File: config.mk
export PLATFORM = sky130hd
export DESIGN_NAME = mul_float_arb
export DESIGN_NICKNAME = d
export VERILOG_FILES = /design/src/rtl/mul_float_arb_pkg.sv /design/src/rtl/rr_arbiter.sv /design/src/rtl/mul_float_arb.sv
export SDC_FILE = /design/constraint.sdc
export NUM_CORES = 1
export LEC_CHECK = 0
export BUFFER_PORTS_ARGS = -buffer_cell sky130_fd_sc_hd__buf_2
export CORE_AREA = 2 2 161 163
export DETAILED_ROUTE_END_ITERATION = 12
export DIE_AREA = 0 0 163 165
export GPL_ROUTABILITY_DRIVEN = 0
export GPL_TIMING_DRIVEN = 0
export SLEW_MARGIN = 20
export SYNTH_ARGS = -nofsm -noshare
export SYNTH_HDL_FRONTEND = slang
export SYNTH_SLANG_ARGS = --single-unit
File: constraint.sdc
create_clock -name clk -period 3 [get_ports clk]
set_input_delay 0.9 -clock clk [delete_from_list [all_inputs] [get_ports clk]]
set_output_delay 0.9 -clock clk [all_outputs]
set_load 0.02 [all_outputs]
File: src/rtl/mul_float_arb_pkg.sv
// Shared types and constants for the mul_float_arb multiplier sequencer.
package mul_float_arb_pkg;

  typedef enum logic [1:0] {StIdle, StIssue, StWait, StResp} state_e;

  // Bit positions inside rsp_flags ({nan, overflow, underflow, zero}).
  localparam int unsigned FLAG_NAN  = 3;
  localparam int unsigned FLAG_OVF  = 2;
  localparam int unsigned FLAG_UNF  = 1;
  localparam int unsigned FLAG_ZERO = 0;

  localparam int unsigned DEFAULT_FLOAT_WIDTH = 32;

endpackage

File: src/rtl/rr_arbiter.sv
// Combinational round-robin selector: the search starts one past last_grant and wraps.
module rr_arbiter #(
  parameter int unsigned NUM_REQ = 4
) (
  input  logic [NUM_REQ-1:0]         req,
  input  logic [$clog2(NUM_REQ)-1:0] last_grant,
  output logic [$clog2(NUM_REQ)-1:0] grant,
  output logic                       any
);

  localparam int unsigned IDX_W = $clog2(NUM_REQ);

  always_comb begin
    int unsigned idx;
    grant = '0;
    any   = 1'b0;
    for (int unsigned i = 1; i <= NUM_REQ; i++) begin
      idx = 32'(last_grant) + i;
      if (idx >= NUM_REQ) idx = idx - NUM_REQ;
      if (!any && req[idx[IDX_W-1:0]]) begin
        any   = 1'b1;
        grant = idx[IDX_W-1:0];
      end
    end
  end

endmodule

File: src/rtl/mul_float_arb.sv
// Shares one external float multiplier between NUM_REQ requesters (round-robin).
// Define MUL_FLOAT_ARB_TIMEOUT_EN to add a WAIT-state watchdog that reports rsp_timeout.
module mul_float_arb
  import mul_float_arb_pkg::*;
#(
  parameter int unsigned NUM_REQ        = 4,
  parameter int unsigned FLOAT_WIDTH    = DEFAULT_FLOAT_WIDTH,
  parameter int unsigned TIMEOUT_CYCLES = 64
) (
  input  logic                           clk,
  input  logic                           rst_n,
  input  logic [NUM_REQ-1:0]             req_valid,
  output logic [NUM_REQ-1:0]             req_ready,
  input  logic [NUM_REQ*FLOAT_WIDTH-1:0] req_op1,
  input  logic [NUM_REQ*FLOAT_WIDTH-1:0] req_op2,
  output logic [NUM_REQ-1:0]             rsp_valid,
  input  logic [NUM_REQ-1:0]             rsp_ready,
  output logic [FLOAT_WIDTH-1:0]         rsp_data,
  output logic [3:0]                     rsp_flags,
  output logic                           rsp_timeout,
  output logic                           mul_start,
  output logic [FLOAT_WIDTH-1:0]         mul_op1,
  output logic [FLOAT_WIDTH-1:0]         mul_op2,
  input  logic [FLOAT_WIDTH-1:0]         mul_out,
  input  logic                           mul_nan,
  input  logic                           mul_overflow,
  input  logic                           mul_underflow,
  input  logic                           mul_zero,
  input  logic                           mul_done
);

  localparam int unsigned IDX_W = $clog2(NUM_REQ);

  state_e               state_q;
  logic [IDX_W-1:0]     grant_q;
  logic [IDX_W-1:0]     last_grant_q;
  logic                 done_q;
  logic [IDX_W-1:0]     arb_grant;
  logic                 arb_any;
  logic [FLOAT_WIDTH-1:0] sel_op1;
  logic [FLOAT_WIDTH-1:0] sel_op2;
  logic [3:0]           flags_in;
  logic                 done_edge;
  logic                 timeout_hit;

  rr_arbiter #(
    .NUM_REQ(NUM_REQ)
  ) u_rr_arbiter (
    .req       (req_valid),
    .last_grant(last_grant_q),
    .grant     (arb_grant),
    .any       (arb_any)
  );

  assign sel_op1   = req_op1[FLOAT_WIDTH*32'(arb_grant) +: FLOAT_WIDTH];
  assign sel_op2   = req_op2[FLOAT_WIDTH*32'(arb_grant) +: FLOAT_WIDTH];
  assign done_edge = mul_done & ~done_q;

  always_comb begin
    flags_in            = '0;
    flags_in[FLAG_NAN]  = mul_nan;
    flags_in[FLAG_OVF]  = mul_overflow;
    flags_in[FLAG_UNF]  = mul_underflow;
    flags_in[FLAG_ZERO] = mul_zero;
  end

  // Gated by rst_n so every output reads 0 while reset is held.
  always_comb begin
    req_ready = '0;
    if (rst_n && (state_q == StIdle) && arb_any) req_ready = NUM_REQ'(1) << arb_grant;
  end

  always_ff @(posedge clk or negedge rst_n) begin
    if (!rst_n) begin
      state_q      <= StIdle;
      grant_q      <= '0;
      last_grant_q <= IDX_W'(NUM_REQ - 1);
      done_q       <= 1'b0;
      mul_start    <= 1'b0;
      mul_op1      <= '0;
      mul_op2      <= '0;
      rsp_valid    <= '0;
      rsp_data     <= '0;
      rsp_flags    <= '0;
    end else begin
      // Tracking mul_done every cycle also covers loading it in ISSUE, so stale
      // edges from IDLE/ISSUE never complete a WAIT.
      done_q <= mul_done;
      unique case (state_q)
        StIdle: begin
          if (arb_any) begin
            grant_q   <= arb_grant;
            mul_op1   <= sel_op1;
            mul_op2   <= sel_op2;
            mul_start <= 1'b1;
            state_q   <= StIssue;
          end
        end
        StIssue: begin
          mul_start <= 1'b0;
          state_q   <= StWait;
        end
        StWait: begin
          if (done_edge) begin
            rsp_data  <= mul_out;
            rsp_flags <= flags_in;
            rsp_valid <= NUM_REQ'(1) << grant_q;
            state_q   <= StResp;
          end else if (timeout_hit) begin
            rsp_data  <= '0;
            rsp_flags <= '0;
            rsp_valid <= NUM_REQ'(1) << grant_q;
            state_q   <= StResp;
          end
        end
        StResp: begin
          if (rsp_ready[grant_q]) begin
            rsp_valid    <= '0;
            last_grant_q <= grant_q;
            state_q      <= StIdle;
          end
        end
        default: state_q <= StIdle;
      endcase
    end
  end

`ifdef MUL_FLOAT_ARB_TIMEOUT_EN
  localparam int unsigned CNT_W = $clog2(TIMEOUT_CYCLES + 1);

  logic [CNT_W-1:0] cnt_q;
  logic             timeout_q;

  assign timeout_hit = (state_q == StWait) && (cnt_q == CNT_W'(TIMEOUT_CYCLES - 1));
  assign rsp_timeout = timeout_q;

  always_ff @(posedge clk or negedge rst_n) begin
    if (!rst_n) begin
      cnt_q     <= '0;
      timeout_q <= 1'b0;
    end else begin
      if ((state_q == StWait) && !done_edge && !timeout_hit) cnt_q <= cnt_q + 1'b1;
      else cnt_q <= '0;
      if ((state_q == StWait) && !done_edge && timeout_hit) timeout_q <= 1'b1;
      else if ((state_q == StResp) && rsp_ready[grant_q]) timeout_q <= 1'b0;
    end
  end
`else
  logic unused_timeout_cycles;

  assign timeout_hit           = 1'b0;
  assign rsp_timeout           = 1'b0;
  assign unused_timeout_cycles = ^TIMEOUT_CYCLES;
`endif

endmodule

* Word level (Yosys, flattened, before mapping)
Index checks and enable logic that the tools add are counted.
** Storage, ports and cells
- Register bits after elaboration :: 112
- Logic and storage cells :: 88
** Operators by class
- Add/sub/neg operators :: 8
- $lt $le $gt $ge :: 9
- Equal/unequal tests :: 6
- Shift-type cells :: 4
- Mux-type cells :: 32
- Bitwise logic cells :: 2
- Reduce and logical (&&, ||, !) cells :: 17
** Operators by type and width (count)
- $shiftx A128 B8 Y32 :: 2
- $mux W2 :: 11
- $lt A2 B3 Y1 const B :: 5
- $mux W4 :: 3
- $bmux W1 S2 :: 5
- $mux W1 :: 10
- $ge A3 B3 Y1 const B :: 3
- $pmux W2 S4 :: 1
- $pmux W4 S2 :: 1
- $reduce_and A2 Y1 :: 4
- $shl A1 B2 Y4 const A :: 2
- $sub A2 B1 Y2 const B :: 4
- $add A2 B2 Y3 const B :: 2
- $ne A2 B2 Y1 const B :: 3
- $reduce_and A3 Y1 :: 2
- $logic_and A1 B1 Y1 :: 5
- $add A2 B3 Y4 const B :: 1
- $eq A2 B2 Y1 const B :: 2
- $ge A4 B3 Y1 const B :: 1
- $reduce_bool A2 Y1 :: 2
- $add A2 B1 Y3 const B :: 1
- $logic_not A1 Y1 :: 3
- $eq A2 B1 Y1 const B :: 1
- $logic_not A2 Y1 :: 1
- other kinds (3) :: 3

* Depth between registers and ports, before layout
- Depth after elaboration :: 17
- Gate-level depth with buffers :: 8
- Depth with buffers taken out :: 6

* Cells and area by module
Synthesis repeated with hierarchy kept, for this count alone.
** Second synthesis, totals
- Cells, all modules :: 369
- Area, all modules :: 6092.1 sq um
** By module, submodules not included
- mul_float_arb :: times used 1, cells each 355, area each 6000.8 sq um, seq. area each 2805.2 sq um
- rr_arbiter :: times used 1, cells each 14, area each 91.3 sq um, seq. area each 0.0 sq um

* Worst setup path before layout
OpenSTA, ideal clock, no wires.
- Path kind :: input -> output
- From :: in req_valid[0]
- To :: out req_ready[1]
- Arrival :: 2.066 ns
- Path slack :: 0.034 ns
- Stages :: 5
- Buffers on the path :: 1
- Cells stage by stage :: inv_1 a31oi_2 buf_2 nand2_1 nor3_1
** Between the ends
- Longest elaborated chain between the ends :: 14
- Elaborated cells on any way between the ends :: 25
- Those cells by class :: shift (1); mux (17); reduce/logical (7)
** Ends and longest elaborated chain
- start: declaration :: RTL line mul_float_arb.sv:12 : input logic [NUM_REQ-1:0] req_valid,
- $bmux W1 S2 :: RTL line rr_arbiter.sv:20 : if (!any && req[idx[IDX_W-1:0]]) begin
- $mux W1 (implied by the code) :: RTL line rr_arbiter.sv:20
- $mux W1 :: RTL line rr_arbiter.sv:20
- $logic_not A1 Y1 :: RTL line rr_arbiter.sv:20
- $logic_and A1 B1 Y1 :: RTL line rr_arbiter.sv:20
- $mux W1 :: RTL line rr_arbiter.sv:20
- $logic_not A1 Y1 :: RTL line rr_arbiter.sv:20
- $logic_and A1 B1 Y1 :: RTL line rr_arbiter.sv:20
- $mux W1 :: RTL line rr_arbiter.sv:20
- $logic_not A1 Y1 :: RTL line rr_arbiter.sv:20
- $logic_and A1 B1 Y1 :: RTL line rr_arbiter.sv:20
- $mux W2 or $mux W1 (tied branches) :: RTL line rr_arbiter.sv:20
- $shl A1 B2 Y4 or $logic_and A1 B1 Y1 (tied branches) :: RTL line mul_float_arb.sv:70 : if (rst_n && (state_q == StIdle) && arb_any) req_ready = NUM_REQ'(1) << arb_grant;
- $mux W4 (*) :: RTL line mul_float_arb.sv:70
- end: declaration :: RTL line mul_float_arb.sv:13 : output logic [NUM_REQ-1:0] req_ready,
Every way passes the cells marked *; elsewhere a longest branch is shown, timed or not. The select of a mux whose other input is x is not followed.

* Worst setup path in the final report
- From :: in req_valid[2]
- To :: out req_ready[0]
Same word-level chain as after synthesis.

==> results.ini <==
[timing]
period_share_pct = 97.5
slew_violations = 0
max_freq_mhz = 342
finalSetupTns_ns = 0
setup_viol = 0
fin_crit_ns = 2.93
slew_headroom_pct = 43.7
setup_ws_ns = 0.0745
rsz0062_at_grt = false
hold_viol_final = 0
fin_skew_ns = 0.0109
tightest_slew_ns = 0.844

[placed_design]
port_buffers = 411
dpl.hpwl_um = 22500
dp.cells = 1419
place_ws_ns = -0.816
place_area_mm2 = 0.00950

[clock_network]
cts_tree = done
clockRootBuffer = clkbuf_16
cts.sinks = 112
cts-htree-levels = 3
tritoncts.num_buffers = 9
clock_path_buffers = 2
clk_latency_ns = 0.36
hold_buffers = 0
clk_pin_slew_ns = 0.09

[route]
vias = 7150
drc = 0
ant_nets = 0
avgViaCountPerCell = 4.97
post_drt_wl_per_cell_um = 20.2
drt_iter0_drc = 453
dr.pass1.iters = 5
drt-total-wl_um = 29100

[floorplan]
core_area_mm2 = 0.0250
num_rows = 58
die_y_um = 165
initial_core_util_pct = 28.0
die_area_mm2 = 0.0269
die_x_um = 163
io_pins = 413

[power]
p_sw_share_pct = 47.8
ir_drop_mv = 0.418
p_int_uw = 5190
switchingPower_uw = 4760
p_comb_share_pct = 59.6
clkPwrFrac_pct = 13.0
p_leak_uw = 0.00472
power_frac_seq_pct = 27.5
powerDensity_mw_per_mm2 = 1000

[hold_path]
hold_class = input port to async pin

[final_layout]
design_area_mm2 = 0.00994
drive_above_1_share_pct = 50.6
area_growth_pct = 42.1
layout_common_cells = 436 x buf_2, 110 x nor3b_1, 110 x dfrtp_1
utilization_pct = 39.7
fillCellCount = 2549
finalNonFillerCells = 1440
nets = 1412
layout_commonest_cell = buf_2

[setup_path]
critical_path_peak_fanout = 6
crit_type = input port to output pin
crit_path_start_kind = input port
setup.worst_path.end_class = output pin
cp.arrival_ns = 2.03
cp_data_required_time_ns = 2.10

[synthesis]
synth_top_area_share_pct = 39.3
yosysSeqAreaShare_pct = 40.1
synthArstFlopShare_pct = 100
syn_nets = 985
synth_area_leaders = dfrtp_1 39%, nor3b_1 12%, mux2i_1 9.4%
synth_top_area_cell = dfrtp_1
synth_warnings = 0
synthMuxAreaShare_pct = 16.8
syn_area_per_cell_um2 = 10.3
synth_edf_count = 0
syn_inst = 677
synth_compound_area_share_pct = 14.6
synthAdderAreaFrac_pct = 0.894
synth_cell_types = 39
synth-simple-area-share_pct = 20.8
synth_ff_type = dfrtp_1
synth_xor_area_share_pct = 0
ys_ff_latch = 112
syn_area_mm2 = 0.00700
synth_top_family_by_area = simple AND/OR/NAND/NOR gates

[global_route]
grt_overflow_total = 0
antenna_found_initial = 1
grt_pass1_vias = 7143
grt.total_usage_pct = 20.7
grt_max_degree = 46
grt_first_pass_wirelength_um = 41900

[job]
max_cap_violations = 0

[outcome]
outcome = finished, final reports clean

final cells by class:
| cell class | instances | area (µm²) | area share [%] |
|---|---|---|---|
| diodes | 1 | 2.50 | 0.0252 |
| plain buffers | 68 | 460 | 4.63 |
| clock buffers | 9 | 225 | 2.27 |
| clock inverters | 7 | 88.8 | 0.894 |
| inverters | 8 | 30.0 | 0.302 |
| multi-input cells | 488 | 3750 | 37.7 |
| flip-flops and latches | 112 | 2810 | 28.2 |
| well taps | 330 | 413 | 4.15 |
| repair buffers | 417 | 2160 | 21.8 |
kinds of logic (layout without fill, tap and decap cells):
family                     Yosys count  count (layout)
and+or+nand+nor                    221             221
AOI/OAI and AO/OA                  150             150
DFF                                112             112
muxes                              111             111
buffers and inverters               77             509
adders and majority gates            5               5
other                                1               2
synth_stat cells, types with 2 or more instances:
| master | count |
|---|---|
| buf_1 | 2 |
| nor3_1 | 2 |
| buf_4 | 7 |
| mux2_2 | 44 |
| nand3_1 | 3 |
| buf_2 | 30 |
| a21oi_1 | 6 |
| nor3b_1 | 110 |
| dfstp_2 | 2 |
| nand2_1 | 5 |
| inv_1 | 8 |
| a22oi_1 | 65 |
| o21ai_0 | 5 |
| nor3b_2 | 20 |
| dfrtp_1 | 110 |
| ha_1 | 5 |
| clkbuf_1 | 14 |
| o22ai_1 | 4 |
| buf_6 | 14 |
| clkbuf_4 | 2 |
| nor2_2 | 2 |
| nor2b_1 | 2 |
| mux2i_1 | 66 |
| nor2_1 | 69 |
| a31oi_1 | 64 |
| nand2b_1 | 3 |
path summary, 6_finish.rpt:
| kind | startpoint | to | slack [ns] | cells past startpoint |
|---|---|---|---|---|
| min in group clk | rsp_data[10] | rsp_data[10] | 0.50 | 1 |
| max reg2reg | last_grant_q[0] | mul_op2[15] | 0.64 | 7 |
| max | req_valid[2] | req_ready[0] | 0.07 | 7 |
| min reg2reg | rsp_data[10] | rsp_data[10] | 0.50 | 1 |
| min | rst_n | mul_op2[22] | 0.38 | 1 |
| max in group asynchronous | rst_n | mul_op1[0] | 1.97 | 2 |
critical path: stages:
cell and delay, ns:
buf_2 0.15, nor2_4 0.18, a22oi_1 0.13, o2bb2ai_2 0.23, buf_12 0.14, and3_1 0.14, buf_2 0.16
per-layer routing:
layer	routed length (µm)	track usage [%]	share of wire [%]	vias up
li1	-	-	-	3382
met1	11800	24.6	41	3409
met2	14600	36.8	50	324
met3	2030	5.10	7.0	35
met4	703	6.36	2.4	0
met5	0	0	0	-
stage by stage:
step	hold slack, ns	total power, µW
4_1_cts	0.431	10100
5_1_grt	0.385	10700
2_1_floorplan	0.533	6540
3_3_place_gp	0.481	8580
3_5_place_dp	0.487	8660
6_report	0.383	9950
flip-flops by register name (all words and copies together) (netlist names):
| signal | cells |
|---|---|
| grant_q | 2 |
| state_q | 2 |
| rsp_data | 32 |
| mul_op1 | 32 |
| last_grant_q | 2 |
| done_q | 1 |
| mul_op2 | 32 |
| mul_start | 1 |
| rsp_valid | 4 |
| rsp_flags | 4 |
timing repair:
| item | 4_1_cts | 5_1_grt |
|---|---|---|
| resized for setup | 12 | 5 |
| endpoints found under the setup margin | 4 | 2 |
| buffers inserted | 3 | 1 |
| gates cloned | 1 | 0 |
| pin swaps | 2 | 2 |
power groups by stage:
| stage | clock, µW | combinational (µW) | sequential (µW) |
|---|---|---|---|
| global route | 1400 | 6430 | 2830 |
| finish | 1290 | 5920 | 2730 |
| floorplan | 0 | 2950 | 3590 |
| detailed placement | 0 | 5900 | 2760 |
| CTS | 1340 | 5980 | 2740 |
| global placement | 0 | 5850 | 2730 |
Note: power is estimated with default switching activity, not from simulation.
